File: src/rtl/frame_buf_rd_ctrl_if.sv
// Read-port and output-stream bundle for frame_buf_rd_ctrl.
// The master modport is the controller side; the slave modport is the memory/sink side.
interface frame_buf_rd_ctrl_if #(
    parameter int DATA_WIDTH = 32,
    parameter int ADDR_WIDTH = 3
);
    logic                  mem_rd_rdy;
    logic                  mem_rd_en_l;
    logic [ADDR_WIDTH-1:0] mem_rd_addr;
    logic [DATA_WIDTH-1:0] mem_rd_data;
    logic                  mem_rd_data_valid;
    logic [DATA_WIDTH-1:0] out_data;
    logic                  out_valid;
    logic                  out_ready;

    modport master (
        input  mem_rd_rdy, mem_rd_data, mem_rd_data_valid, out_ready,
        output mem_rd_en_l, mem_rd_addr, out_data, out_valid
    );

    modport slave (
        output mem_rd_rdy, mem_rd_data, mem_rd_data_valid, out_ready,
        input  mem_rd_en_l, mem_rd_addr, out_data, out_valid
    );
endinterface

File: src/rtl/frame_buf_rd_ctrl.sv
// Frame buffer read controller: issues credit-limited reads behind the writer pointer and
// streams words from a small prefetch FIFO. Optional macro UNDERRUN_CNT_EN adds underrun_cnt.
module frame_buf_rd_ctrl #(
    parameter int DATA_WIDTH = 32,
    parameter int ADDR_WIDTH = 3,
    parameter int START_ADDR = 2,
    parameter int FIFO_DEPTH = 2
) (
    input  logic                  clk,
    input  logic                  reset,
    input  logic                  start,
    input  logic [ADDR_WIDTH:0]   wr_ptr,
    frame_buf_rd_ctrl_if.master   bus,
    output logic                  busy,
    output logic                  frame_done,
    output logic                  protocol_err
`ifdef UNDERRUN_CNT_EN
    ,
    output logic [15:0]           underrun_cnt
`endif
);

    localparam int IDX_W = $clog2(FIFO_DEPTH);
    localparam int CNT_W = $clog2(FIFO_DEPTH + 1);

    localparam logic [1:0] ST_IDLE  = 2'd0;
    localparam logic [1:0] ST_REQ   = 2'd1;
    localparam logic [1:0] ST_DRAIN = 2'd2;

    localparam logic [ADDR_WIDTH-1:0] LAST_ADDR = '1;
    localparam logic [ADDR_WIDTH:0]   START_PTR = {1'b0, ADDR_WIDTH'(START_ADDR)};

    logic [1:0]            state;
    logic [ADDR_WIDTH:0]   rd_ptr;
    logic [CNT_W-1:0]      fifo_count;
    logic [CNT_W-1:0]      outstanding;
    logic [IDX_W-1:0]      wr_idx;
    logic [IDX_W-1:0]      rd_idx;
    logic [DATA_WIDTH-1:0] fifo_mem [FIFO_DEPTH];

    logic avail;
    logic credit;
    logic issue;
    logic push;
    logic pop;
    logic out_valid_i;

    // Words in the FIFO plus reads in flight never exceed FIFO_DEPTH, so a return always fits.
    assign avail  = (rd_ptr != wr_ptr);
    assign credit = ({1'b0, fifo_count} + {1'b0, outstanding}) < (CNT_W + 1)'(FIFO_DEPTH);
    assign issue  = (state == ST_REQ) && avail && credit && bus.mem_rd_rdy;
    assign push   = bus.mem_rd_data_valid && (outstanding != '0);

    assign out_valid_i     = (fifo_count != '0);
    assign pop             = out_valid_i && bus.out_ready;
    assign bus.out_valid   = out_valid_i;
    assign bus.out_data    = out_valid_i ? fifo_mem[rd_idx] : '0;
    assign bus.mem_rd_en_l = !((state == ST_REQ) && avail && credit);
    assign bus.mem_rd_addr = rd_ptr[ADDR_WIDTH-1:0];

    // NOTE: all state below uses non-blocking assignment so every register samples the
    // pre-edge values; mixing in blocking writes would make results depend on block order.
    always_ff @(posedge clk or posedge reset) begin
        if (reset) begin
            state      <= ST_IDLE;
            rd_ptr     <= START_PTR;
            busy       <= 1'b0;
            frame_done <= 1'b0;
        end else begin
            frame_done <= 1'b0;
            if (issue) rd_ptr <= rd_ptr + 1'b1;
            case (state)
                ST_IDLE: begin
                    if (start) begin
                        rd_ptr <= START_PTR;
                        busy   <= 1'b1;
                        state  <= ST_REQ;
                    end
                end
                ST_REQ: begin
                    if (issue && (rd_ptr[ADDR_WIDTH-1:0] == LAST_ADDR)) state <= ST_DRAIN;
                end
                ST_DRAIN: begin
                    if ((outstanding == '0) && (fifo_count == '0)) begin
                        frame_done <= 1'b1;
                        busy       <= 1'b0;
                        state      <= ST_IDLE;
                    end
                end
                default: state <= ST_IDLE;
            endcase
        end
    end

    always_ff @(posedge clk or posedge reset) begin
        if (reset) begin
            outstanding  <= '0;
            fifo_count   <= '0;
            wr_idx       <= '0;
            rd_idx       <= '0;
            protocol_err <= 1'b0;
        end else begin
            case ({issue, push})
                2'b10:   outstanding <= outstanding + 1'b1;
                2'b01:   outstanding <= outstanding - 1'b1;
                default: ;
            endcase
            case ({push, pop})
                2'b10:   fifo_count <= fifo_count + 1'b1;
                2'b01:   fifo_count <= fifo_count - 1'b1;
                default: ;
            endcase
            if (push) wr_idx <= wr_idx + 1'b1;
            if (pop)  rd_idx <= rd_idx + 1'b1;
            if (bus.mem_rd_data_valid && (outstanding == '0)) protocol_err <= 1'b1;
        end
    end

    // NOTE: FIFO storage is deliberately not reset; the head word is masked by out_valid,
    // so stale entries left over from an aborted frame are never observable.
    always_ff @(posedge clk) begin
        if (push) fifo_mem[wr_idx] <= bus.mem_rd_data;
    end

`ifdef UNDERRUN_CNT_EN
    always_ff @(posedge clk or posedge reset) begin
        if (reset) begin
            underrun_cnt <= '0;
        end else if ((state == ST_IDLE) && start) begin
            underrun_cnt <= '0;
        end else if (busy && bus.out_ready && !out_valid_i && (underrun_cnt != 16'hFFFF)) begin
            underrun_cnt <= underrun_cnt + 1'b1;
        end
    end
`endif

endmodule

File: src/flat_wrapper.sv
// flat-port wrapper written by rule: the top's interface ports become plain ports
module frame_buf_rd_ctrl_flat 
#(
    parameter int DATA_WIDTH = 32,
    parameter int ADDR_WIDTH = 3,
    parameter int START_ADDR = 2,
    parameter int FIFO_DEPTH = 2
)
  (clk, reset, start, wr_ptr, busy, frame_done, protocol_err, bus_mem_rd_rdy, bus_mem_rd_data, bus_mem_rd_data_valid, bus_out_ready, bus_mem_rd_en_l, bus_mem_rd_addr, bus_out_data, bus_out_valid);
  frame_buf_rd_ctrl_if #(.DATA_WIDTH(DATA_WIDTH), .ADDR_WIDTH(ADDR_WIDTH)) bus_i ();
  input  logic clk;
  input  logic reset;
  input  logic start;
  input  logic [ADDR_WIDTH:0] wr_ptr;
  output logic busy;
  output logic frame_done;
  output logic protocol_err;
  input wire logic [$bits(bus_i.mem_rd_rdy)-1:0] bus_mem_rd_rdy;
  input wire logic [$bits(bus_i.mem_rd_data)-1:0] bus_mem_rd_data;
  input wire logic [$bits(bus_i.mem_rd_data_valid)-1:0] bus_mem_rd_data_valid;
  input wire logic [$bits(bus_i.out_ready)-1:0] bus_out_ready;
  output wire logic [$bits(bus_i.mem_rd_en_l)-1:0] bus_mem_rd_en_l;
  output wire logic [$bits(bus_i.mem_rd_addr)-1:0] bus_mem_rd_addr;
  output wire logic [$bits(bus_i.out_data)-1:0] bus_out_data;
  output wire logic [$bits(bus_i.out_valid)-1:0] bus_out_valid;
  assign bus_i.mem_rd_rdy = bus_mem_rd_rdy;
  assign bus_i.mem_rd_data = bus_mem_rd_data;
  assign bus_i.mem_rd_data_valid = bus_mem_rd_data_valid;
  assign bus_i.out_ready = bus_out_ready;
  assign bus_mem_rd_en_l = bus_i.mem_rd_en_l;
  assign bus_mem_rd_addr = bus_i.mem_rd_addr;
  assign bus_out_data = bus_i.out_data;
  assign bus_out_valid = bus_i.out_valid;
  frame_buf_rd_ctrl #(.DATA_WIDTH(DATA_WIDTH), .ADDR_WIDTH(ADDR_WIDTH), .START_ADDR(START_ADDR), .FIFO_DEPTH(FIFO_DEPTH)) u_core (.clk(clk), .reset(reset), .start(start), .wr_ptr(wr_ptr), .bus(bus_i), .busy(busy), .frame_done(frame_done), .protocol_err(protocol_err));
endmodule
File: config.mk
export PLATFORM = sky130hd
export DESIGN_NAME = frame_buf_rd_ctrl_flat
export DESIGN_NICKNAME = d
export VERILOG_FILES = /design/src/rtl/frame_buf_rd_ctrl_if.sv /design/src/rtl/frame_buf_rd_ctrl.sv /design/src/flat_wrapper.sv
export SDC_FILE = /design/constraint.sdc
export NUM_CORES = 1
export LEC_CHECK = 0
export CELL_PAD_IN_SITES_DETAIL_PLACEMENT = 1
export CELL_PAD_IN_SITES_GLOBAL_PLACEMENT = 1
export CORE_MARGIN = 5
export CORE_UTILIZATION = 39
export CTS_BUF_LIST = sky130_fd_sc_hd__clkbuf_16
export DETAILED_ROUTE_END_ITERATION = 10
export PLACE_DENSITY_LB_ADDON = 0.1
export SETUP_SLACK_MARGIN = 0.1
export SKIP_CTS_REPAIR_TIMING = 1
export SLEW_MARGIN = 20
export SYNTH_ARGS = -nofsm -noshare
export SYNTH_HDL_FRONTEND = slang
export SYNTH_SLANG_ARGS = --single-unit
File: constraint.sdc
create_clock -name clk -period 3.4 [get_ports clk]
set_clock_uncertainty 0.2 [all_clocks]
set_input_delay 0.34 -clock clk [delete_from_list [all_inputs] [get_ports clk]]
set_output_delay 0.34 -clock clk [all_outputs]
set_load 0.02 [all_outputs]
---- Word-level counts from Yosys, hierarchy flattened ----
Memory sizes are Yosys's and may differ from the RTL's.
Cells that the tools add are included.
W data, S select, Z words.
storage, ports and cells
  register bits after elaboration ......... 15
  bits in latches ......................... 0
  RAM bits ................................ 64
  ROM bits ................................ 0
  bits of input ports ..................... 42
  output and inout port bits .............. 40
  logic and storage cells ................. 66
  memories ................................ 1
memory list
  name             depth  width  rd ports  clocked after memory_dff  write ports  RTL line                 source
  u_core.fifo_mem  2      32     1         0                         1            frame_buf_rd_ctrl.sv:39  logic [DATA_WIDTH-1:0] fifo_mem [FIFO_DEPTH];
operators by class
  add/sub/neg operators ................... 8
  multiply operators ...................... 0
  div/mod/pow operators ................... 0
  $lt $le $gt $ge ......................... 1
  eq/ne operators ......................... 11
  shifts and indexed selects .............. 0
  mux-type cells .......................... 17
  bitwise operators ....................... 0
  reduce and logical (&&, ||, !) cells .... 19
operator list
  kind                   count
  $mux W32               1
  $mux W4                3
  $reduce_bool A2 Y1     5
  $logic_and A1 B1 Y1    8
  $pmux W2 S2            2
  $eq A2 B1 Y1 const B   3
  $eq A2 B2 Y1 const B   3
  $logic_not A2 Y1       3
  $mux W1                6
  $mux W2                3
  $pmux W2 S3            1
  $reduce_and A3 Y1      2
  $add A2 B1 Y2 const B  2
  $add A4 B1 Y4 const B  1
  $ne A2 B2 Y1 const B   2
  $ne A4 B4 Y1           1
  $sub A2 B1 Y2 const B  2
  $add A2 B2 Y3          1
  $eq A3 B3 Y1 const B   1
  $lt A3 B2 Y1 const B   1
  $add A1 B1 Y1 const B  2
  $ne A2 B1 Y1 const B   1
  $pmux W1 S2            1
  $logic_not A1 Y1       1

---- Logic depth before layout (Yosys ltp) ----
Gate-level depths: netlist (run 1).
  depth in word-level cells ............... 7
  mapped depth ............................ 8
  gate-level depth less buffers ........... 7

---- Worst setup path before layout (run 1) ----
OpenSTA, ideal clock, no wires.
  kind .................................... reg2reg
  start ................................... register u_core.outstanding[1]
  end ..................................... memory u_core.fifo_mem[0][0] (enable)
  setup time .............................. 0.421 ns
  arrival ................................. 2.167 ns
  required time ........................... 2.779 ns
  path slack .............................. 0.612 ns
  stages on the path, launching flop included .. 4
  buffers on the path ..................... 1
  period minus slack after synthesis ...... 2.788 ns
  cells stage by stage .................... dfrtp_1 -> clkbuf_1 -> o21ai_1 -> nor2_1
on the way
  longest elaborated chain between the ends .. 4
RTL lines
  what                           RTL line                  source
  start, declared                frame_buf_rd_ctrl.sv:36   logic [CNT_W-1:0] outstanding;
  start signal, assigned         frame_buf_rd_ctrl.sv:104  2'b10: outstanding <= outstanding + 1'b1;
  start signal, assigned         frame_buf_rd_ctrl.sv:105  2'b01: outstanding <= outstanding - 1'b1;
  $reduce_bool A2 Y1             frame_buf_rd_ctrl.sv:52   assign push = bus.mem_rd_data_valid && (outstanding != '0);
  $logic_and A1 B1 Y1            frame_buf_rd_ctrl.sv:52
  $mux W1                        frame_buf_rd_ctrl.sv:122  if (push) fifo_mem[wr_idx] <= bus.mem_rd_data;
  $mux W1 (implied by the code)  frame_buf_rd_ctrl.sv:122
  end, declared                  frame_buf_rd_ctrl.sv:39
No other way between the ends.

---- Worst setup path after layout (run 1) ----
  start ................................... register u_core.rd_idx
  end ..................................... output port bus_out_data[22]
on the way
  longest elaborated chain between the ends .. 2
RTL lines
  what                    RTL line                  source
  start, declared         frame_buf_rd_ctrl.sv:38   logic [IDX_W-1:0] rd_idx;
  start signal, assigned  frame_buf_rd_ctrl.sv:114  if (pop) rd_idx <= rd_idx + 1'b1;
  $mem_v2 Z2 W32          -
  $mux W32                frame_buf_rd_ctrl.sv:57   assign bus.out_data = out_valid_i ? fifo_mem[rd_idx] : '0;
  end, declared           flat_wrapper.sv:24        output wire logic [$bits(bus_i.out_data)-1:0] bus_out_data;
No other way between the ends.

==> results of run 1 <==
cell type report:
cell class,instances,area (µm²)
clock buffers,9,225
clock inverters,7,97.6
fillers,803,3640
inverters,6,22.5
multi-input cells,126,905
flip-flops and latches,79,2300
well taps,105,131
repair buffers,85,856
stage by stage:
step / util [%] / total power [W] / setup slack [ns]
finish: 55.5 / 0.00446 / 0.477
global route: 55.5 / 0.00473 / 0.305
CTS: 55.4 / 0.00451 / 0.0500
detailed placement: 51.4 / 0.00348 / 0.408
global placement: 51.4 / 0.00344 / 0.448
floorplan: - / 0.00264 / 0.612
worst max path at each step:
| stage | startpoint | endpoint | slack, ns |
|---|---|---|---|
| floorplan | u_core.outstanding[1] | u_core.fifo_mem[0][0] | 0.61 |
| global placement | u_core.outstanding[0] | bus_mem_rd_en_l | 0.45 |
| detailed placement | u_core.outstanding[0] | bus_mem_rd_en_l | 0.41 |
| CTS | u_core.outstanding[0] | bus_mem_rd_en_l | 0.05 |
| global route | u_core.rd_idx | bus_out_data[20] | 0.31 |
| finish | u_core.rd_idx | bus_out_data[22] | 0.48 |
critical path, stage by stage, from the launching register on:
cell	delay, ns
dfrtp_2	1.01
mux2i_1	0.21
nor2_1	0.19
clkdlybuf4s50_1	0.64
sequential cells by signal, summed over array words and instances, names as in the netlist:
name	count
u_core.fifo_mem	64
u_core.rd_ptr	4
u_core.fifo_count	2
u_core.outstanding	2
u_core.state	2
u_core.busy	1
u_core.frame_done	1
u_core.protocol_err	1
u_core.rd_idx	1
u_core.wr_idx	1
cell families after synthesis:
logic type,Yosys count,synth area share [%]
AOI/OAI and AO/OA,17,3.33
xor gates and xnor gates,10,2.68
adders and majority gates,4,1.76
buffers and inverters,18,2.53
DFF,79,70.3
muxes,33,10.1
and+or+nand+nor,62,9.26
report_power, final:
group | internal, W | switching (W)
clock | 0.000643 | 0.000368
sequential | 0.00132 | 0.000233
combinational | 0.000904 | 0.000989
total | 0.00287 | 0.00159
routing by layer:
| layer | track usage [%] | wire (µm) | vias up |
|---|---|---|---|
| met2 | 24.0 | 3530 | 49 |
| met5 | 0 | 0 | - |
| met3 | 4.48 | 338 | 8 |
| met4 | 4.91 | 86 | 0 |
| met1 | 17.5 | 3000 | 993 |
| li1 | - | - | 981 |
cells in the final DEF, fill, tap and decap left out, types with 3 or more instances in the layout:
master,n
dfrtp_1,12
nor2_1,38
mux2i_1,33
buf_4,3
a21oi_1,6
xor2_1,6
nand2_1,4
o21ai_0,3
clkdlybuf4s50_1,80
ha_1,3
clkinv_4,3
xnor2_1,4
edfxtp_1,64
clkbuf_16,9
inv_1,5
==> results.sh, run 1 <==
export IMPL_die_area_mm2=0.0103
export IMPL_port_buffers=81
export IMPL_synth_edf_count=64
export IMPL_hp_class="input pin to asynchronous set/reset pin"
export IMPL_wl_per_cell_um=16.7
export IMPL_htreeDepth=3
export IMPL_stdcell_count=417
export IMPL_final_hold_viol_count=0
export IMPL_syn_area_mm2=0.00327
export IMPL_dr_total_vias=2031
export IMPL_r2r_start="u_core.outstanding[0]"
export IMPL_synth_seq_cells=79
export IMPL_place_congestion=0.789
export IMPL_drv_slew=0
export IMPL_worstRegToRegCells=7
export IMPL_rows=33
export IMPL_routed_wl_mm=6.96
export IMPL_placed_cells=400
export IMPL_gr_total_overflow=0
export IMPL_clockRootBuffer="clkbuf_16"
export IMPL_setup_viol=0
export IMPL_grt_max_degree=34
export IMPL_fmax_ghz=0.342
export IMPL_synth_top_cell_by_area="edfxtp_1"
export IMPL_clk_pin_slew_ns=0.06
export IMPL_synth_flop_cell="edfxtp_1"
export IMPL_avgSynthCellArea_um2=14.7
export IMPL_status="finished, final reports clean"
export IMPL_period_share_pct=86.0
export IMPL_yosys_top_cells_area="edfxtp_1 59%, dfrtp_1 11%, mux2i_1 10%, nor2_1 4.7%, xor2_1 1.6%"
export IMPL_syn_nets=269
export IMPL_core_area_mm2=0.00818
export IMPL_syn2layout_area_growth_pct=38.9
export IMPL_rsz0062_at_grt="no"
export IMPL_synthCells=223
export IMPL_dp_hpwl_mm=4.63
export IMPL_antenna_found_initial=0
export IMPL_die_w_um=102
export IMPL_drt_initial_drc_count=46
export IMPL_power_leakage_nw=1.72
export IMPL_end_kind="output port"
export IMPL_ir_drop_mv=0.525
export IMPL_fp_dieH_um=102
export IMPL_seq_area_frac_synth_pct=70.3
export IMPL_grtUsageTotal_pct=14.3
export IMPL_antenna_diode_count=0
export IMPL_vias_per_cell=4.87
export IMPL_drive_above_1_share_pct=9.29
export IMPL_start_util_pct=40.0
export IMPL_worstMarginPinSlew_ns=0.985
export IMPL_grt_pass1_vias=2236
export IMPL_async_flop_share_pct=19.0
export IMPL_cts_tree="built"
export IMPL_nets=353
export IMPL_remaining_drc_errors=0
export IMPL_r2r_end="u_core.rd_ptr[0]"
export IMPL_whs_ns=0.188
export IMPL_clk_latency_ns=0.32
export IMPL_crit_fanout=33
export IMPL_synth_most_common_cell="edfxtp_1"
export IMPL_ys_warn_count=0
export IMPL_stdcell_area_mm2=0.00454
export IMPL_clk_path_buf_depth=2
export IMPL_layout_min_cycle_time_ns=2.92
export IMPL_pwr_density_cell_mw_per_mm2=983
export IMPL_clock_sinks=79
export IMPL_cts_buffers=9
export IMPL_antenna_left=0
export IMPL_maxSlewHeadroom_pct=34.3
export IMPL_first_pass_iters=5
export IMPL_maxCapViolations=0
export IMPL_crit_type="flip-flop to output port"
export IMPL_rrSetupSlack_ns=0.87
export IMPL_io_pins=82
export IMPL_cp_required_ns=2.86
export IMPL_fin_setup_tns_ns=0
export IMPL_start_kind="flip-flop"
export IMPL_dpl_cell_area_mm2=0.00420
export IMPL_synth_top_area_share_pct=58.8
export IMPL_cp_arrival_ns=2.38
export IMPL_grt_pass1_wl_mm=11.0
export IMPL_synth_commonest_cells="64 x edfxtp_1, 41 x nor2_1, 33 x mux2i_1"
export IMPL_yosysUniqueCellTypes=37
Power figures use the tool's default switching activity.
==> run 2: changes to the inputs <==
REMOVE_ABC_BUFFERS = 1   (was not set)
==> results.sh, run 2 (synthesized netlist as in run 1, its figures left out) <==
export IMPL_pwr_density_cell_mw_per_mm2=997
export IMPL_rsz0062_at_grt="no"
export IMPL_htreeDepth=3
export IMPL_clock_sinks=79
export IMPL_rows=33
export IMPL_n_fill_cell=808
export IMPL_maxSlewHeadroom_pct=51.7
export IMPL_grt_pass1_wl_mm=11.6
export IMPL_stdcell_area_mm2=0.00458
export IMPL_remaining_drc_errors=0
export IMPL_grt_pass1_vias=2305
export IMPL_ir_drop_mv=0.480
export IMPL_io_pins=82
export IMPL_dp_hpwl_mm=4.98
export IMPL_core_area_mm2=0.00818
export IMPL_drt_initial_drc_count=66
export IMPL_start_util_pct=40.0
export IMPL_die_area_mm2=0.0103
export IMPL_fin_setup_tns_ns=0
export IMPL_period_share_pct=85.4
export IMPL_cts_tree="built"
export IMPL_routed_wl_mm=7.20
export IMPL_clockRootBuffer="clkbuf_16"
export IMPL_cp_required_ns=2.86
export IMPL_largest_reg_flops=64
export IMPL_wl_per_cell_um=17.2
export IMPL_final_hold_viol_count=0
export IMPL_mostFrequentLayoutCell="clkdlybuf4s50_1"
export IMPL_whs_ns=0.191
export IMPL_gr_total_overflow=0
export IMPL_hp_class="input pin to asynchronous set/reset pin"
export IMPL_post_route_util_pct=56.0
export IMPL_setup_viol=0
export IMPL_start_kind="flip-flop"
export IMPL_end_kind="output port"
export IMPL_crit_fanout=11
export IMPL_layout_common_cells="80 x clkdlybuf4s50_1, 64 x edfxtp_1, 38 x nor2_1"
export IMPL_port_buffers=81
export IMPL_drive_above_1_share_pct=9.58
export IMPL_antenna_found_initial=0
export IMPL_status="finished, final reports clean"
export IMPL_grt_max_degree=32
export IMPL_top_regs="u_core.fifo_mem x64, u_core.rd_ptr x4"
export IMPL_place_congestion=0.740
export IMPL_worstMarginPinSlew_ns=0.723
export IMPL_grtUsageTotal_pct=14.9
export IMPL_antenna_left=0
export IMPL_syn2layout_area_growth_pct=40.1
export IMPL_power_leakage_nw=1.75
export IMPL_nets=355
export IMPL_fp_dieH_um=102
export IMPL_clk_pin_slew_ns=0.06
export IMPL_maxCapViolations=0
export IMPL_dr_total_vias=2059
export IMPL_crit_type="flip-flop to output port"
export IMPL_largest_register="u_core.fifo_mem"
export IMPL_antenna_diode_count=0
export IMPL_drv_slew=0
export IMPL_clk_latency_ns=0.32
export IMPL_cp_arrival_ns=2.36
export IMPL_vias_per_cell=4.93
export IMPL_fmax_ghz=0.344
export IMPL_first_pass_iters=3
export IMPL_clk_path_buf_depth=2
export IMPL_cts_buffers=9
export IMPL_die_w_um=102
export IMPL_layout_min_cycle_time_ns=2.90
export IMPL_dpl_cell_area_mm2=0.00422
[run 2: worst paths after layout]
check / start / end / slack [ns] / cells past startpoint
max: u_core.outstanding[0] / bus_mem_rd_en_l / 0.50 / 6
min reg2reg: u_core.protocol_err / u_core.protocol_err / 0.27 / 1
min: reset / u_core.rd_ptr[2] / 0.19 / 2
max in group asynchronous: reset / u_core.rd_idx / 2.39 / 2
min in group clk: u_core.protocol_err / u_core.protocol_err / 0.27 / 1
max reg2reg: u_core.outstanding[0] / u_core.outstanding[1] / 0.77 / 8
[run 2: area by class of cell]
cell class                 count  area [µm²]  area share [%]
tap                          105         131            2.87
inverter                       6        22.5           0.492
clock inverter                 6         110            2.41
multi-input combinational    126         905            19.8
clock buffer                   9         225            4.92
timing repair buffer          87         883            19.3
sequential                    79        2300            50.3
[run 2: power breakdown]
group | internal [W] | leakage, nW | switching (W)
registers | 0.00132 | 0.765 | 0.000186
clock network | 0.000712 | 0.163 | 0.000354
logic | 0.000938 | 0.821 | 0.00105
[run 2: metal layers]
layer	GRT usage (%)	up-vias	wire [µm]
li1	-	973	-
met1	18.6	1032	3040
met2	25.4	50	3780
met3	4.34	4	344
met4	3.89	0	42
met5	0	-	0
[run 2: stage by stage]
stage	power (W)	setup slack (ns)	std cells
final	0.00456	0.495	418
after global routing	0.00483	0.377	418
after CTS	0.00459	0.0357	416
after detailed placement	0.00349	0.403	401
after global placement	0.00347	0.443	401
after floorplan	0.00260	0.371	211
[run 2: critical path, cell delays in order, from the launching register on]
cell	delay, ns
dfrtp_2	0.48
and2_1	0.20
fa_1	0.51
nor4b_4	0.34
o41a_2	0.25
inv_2	0.06
dlymetal6s2s_1	0.20
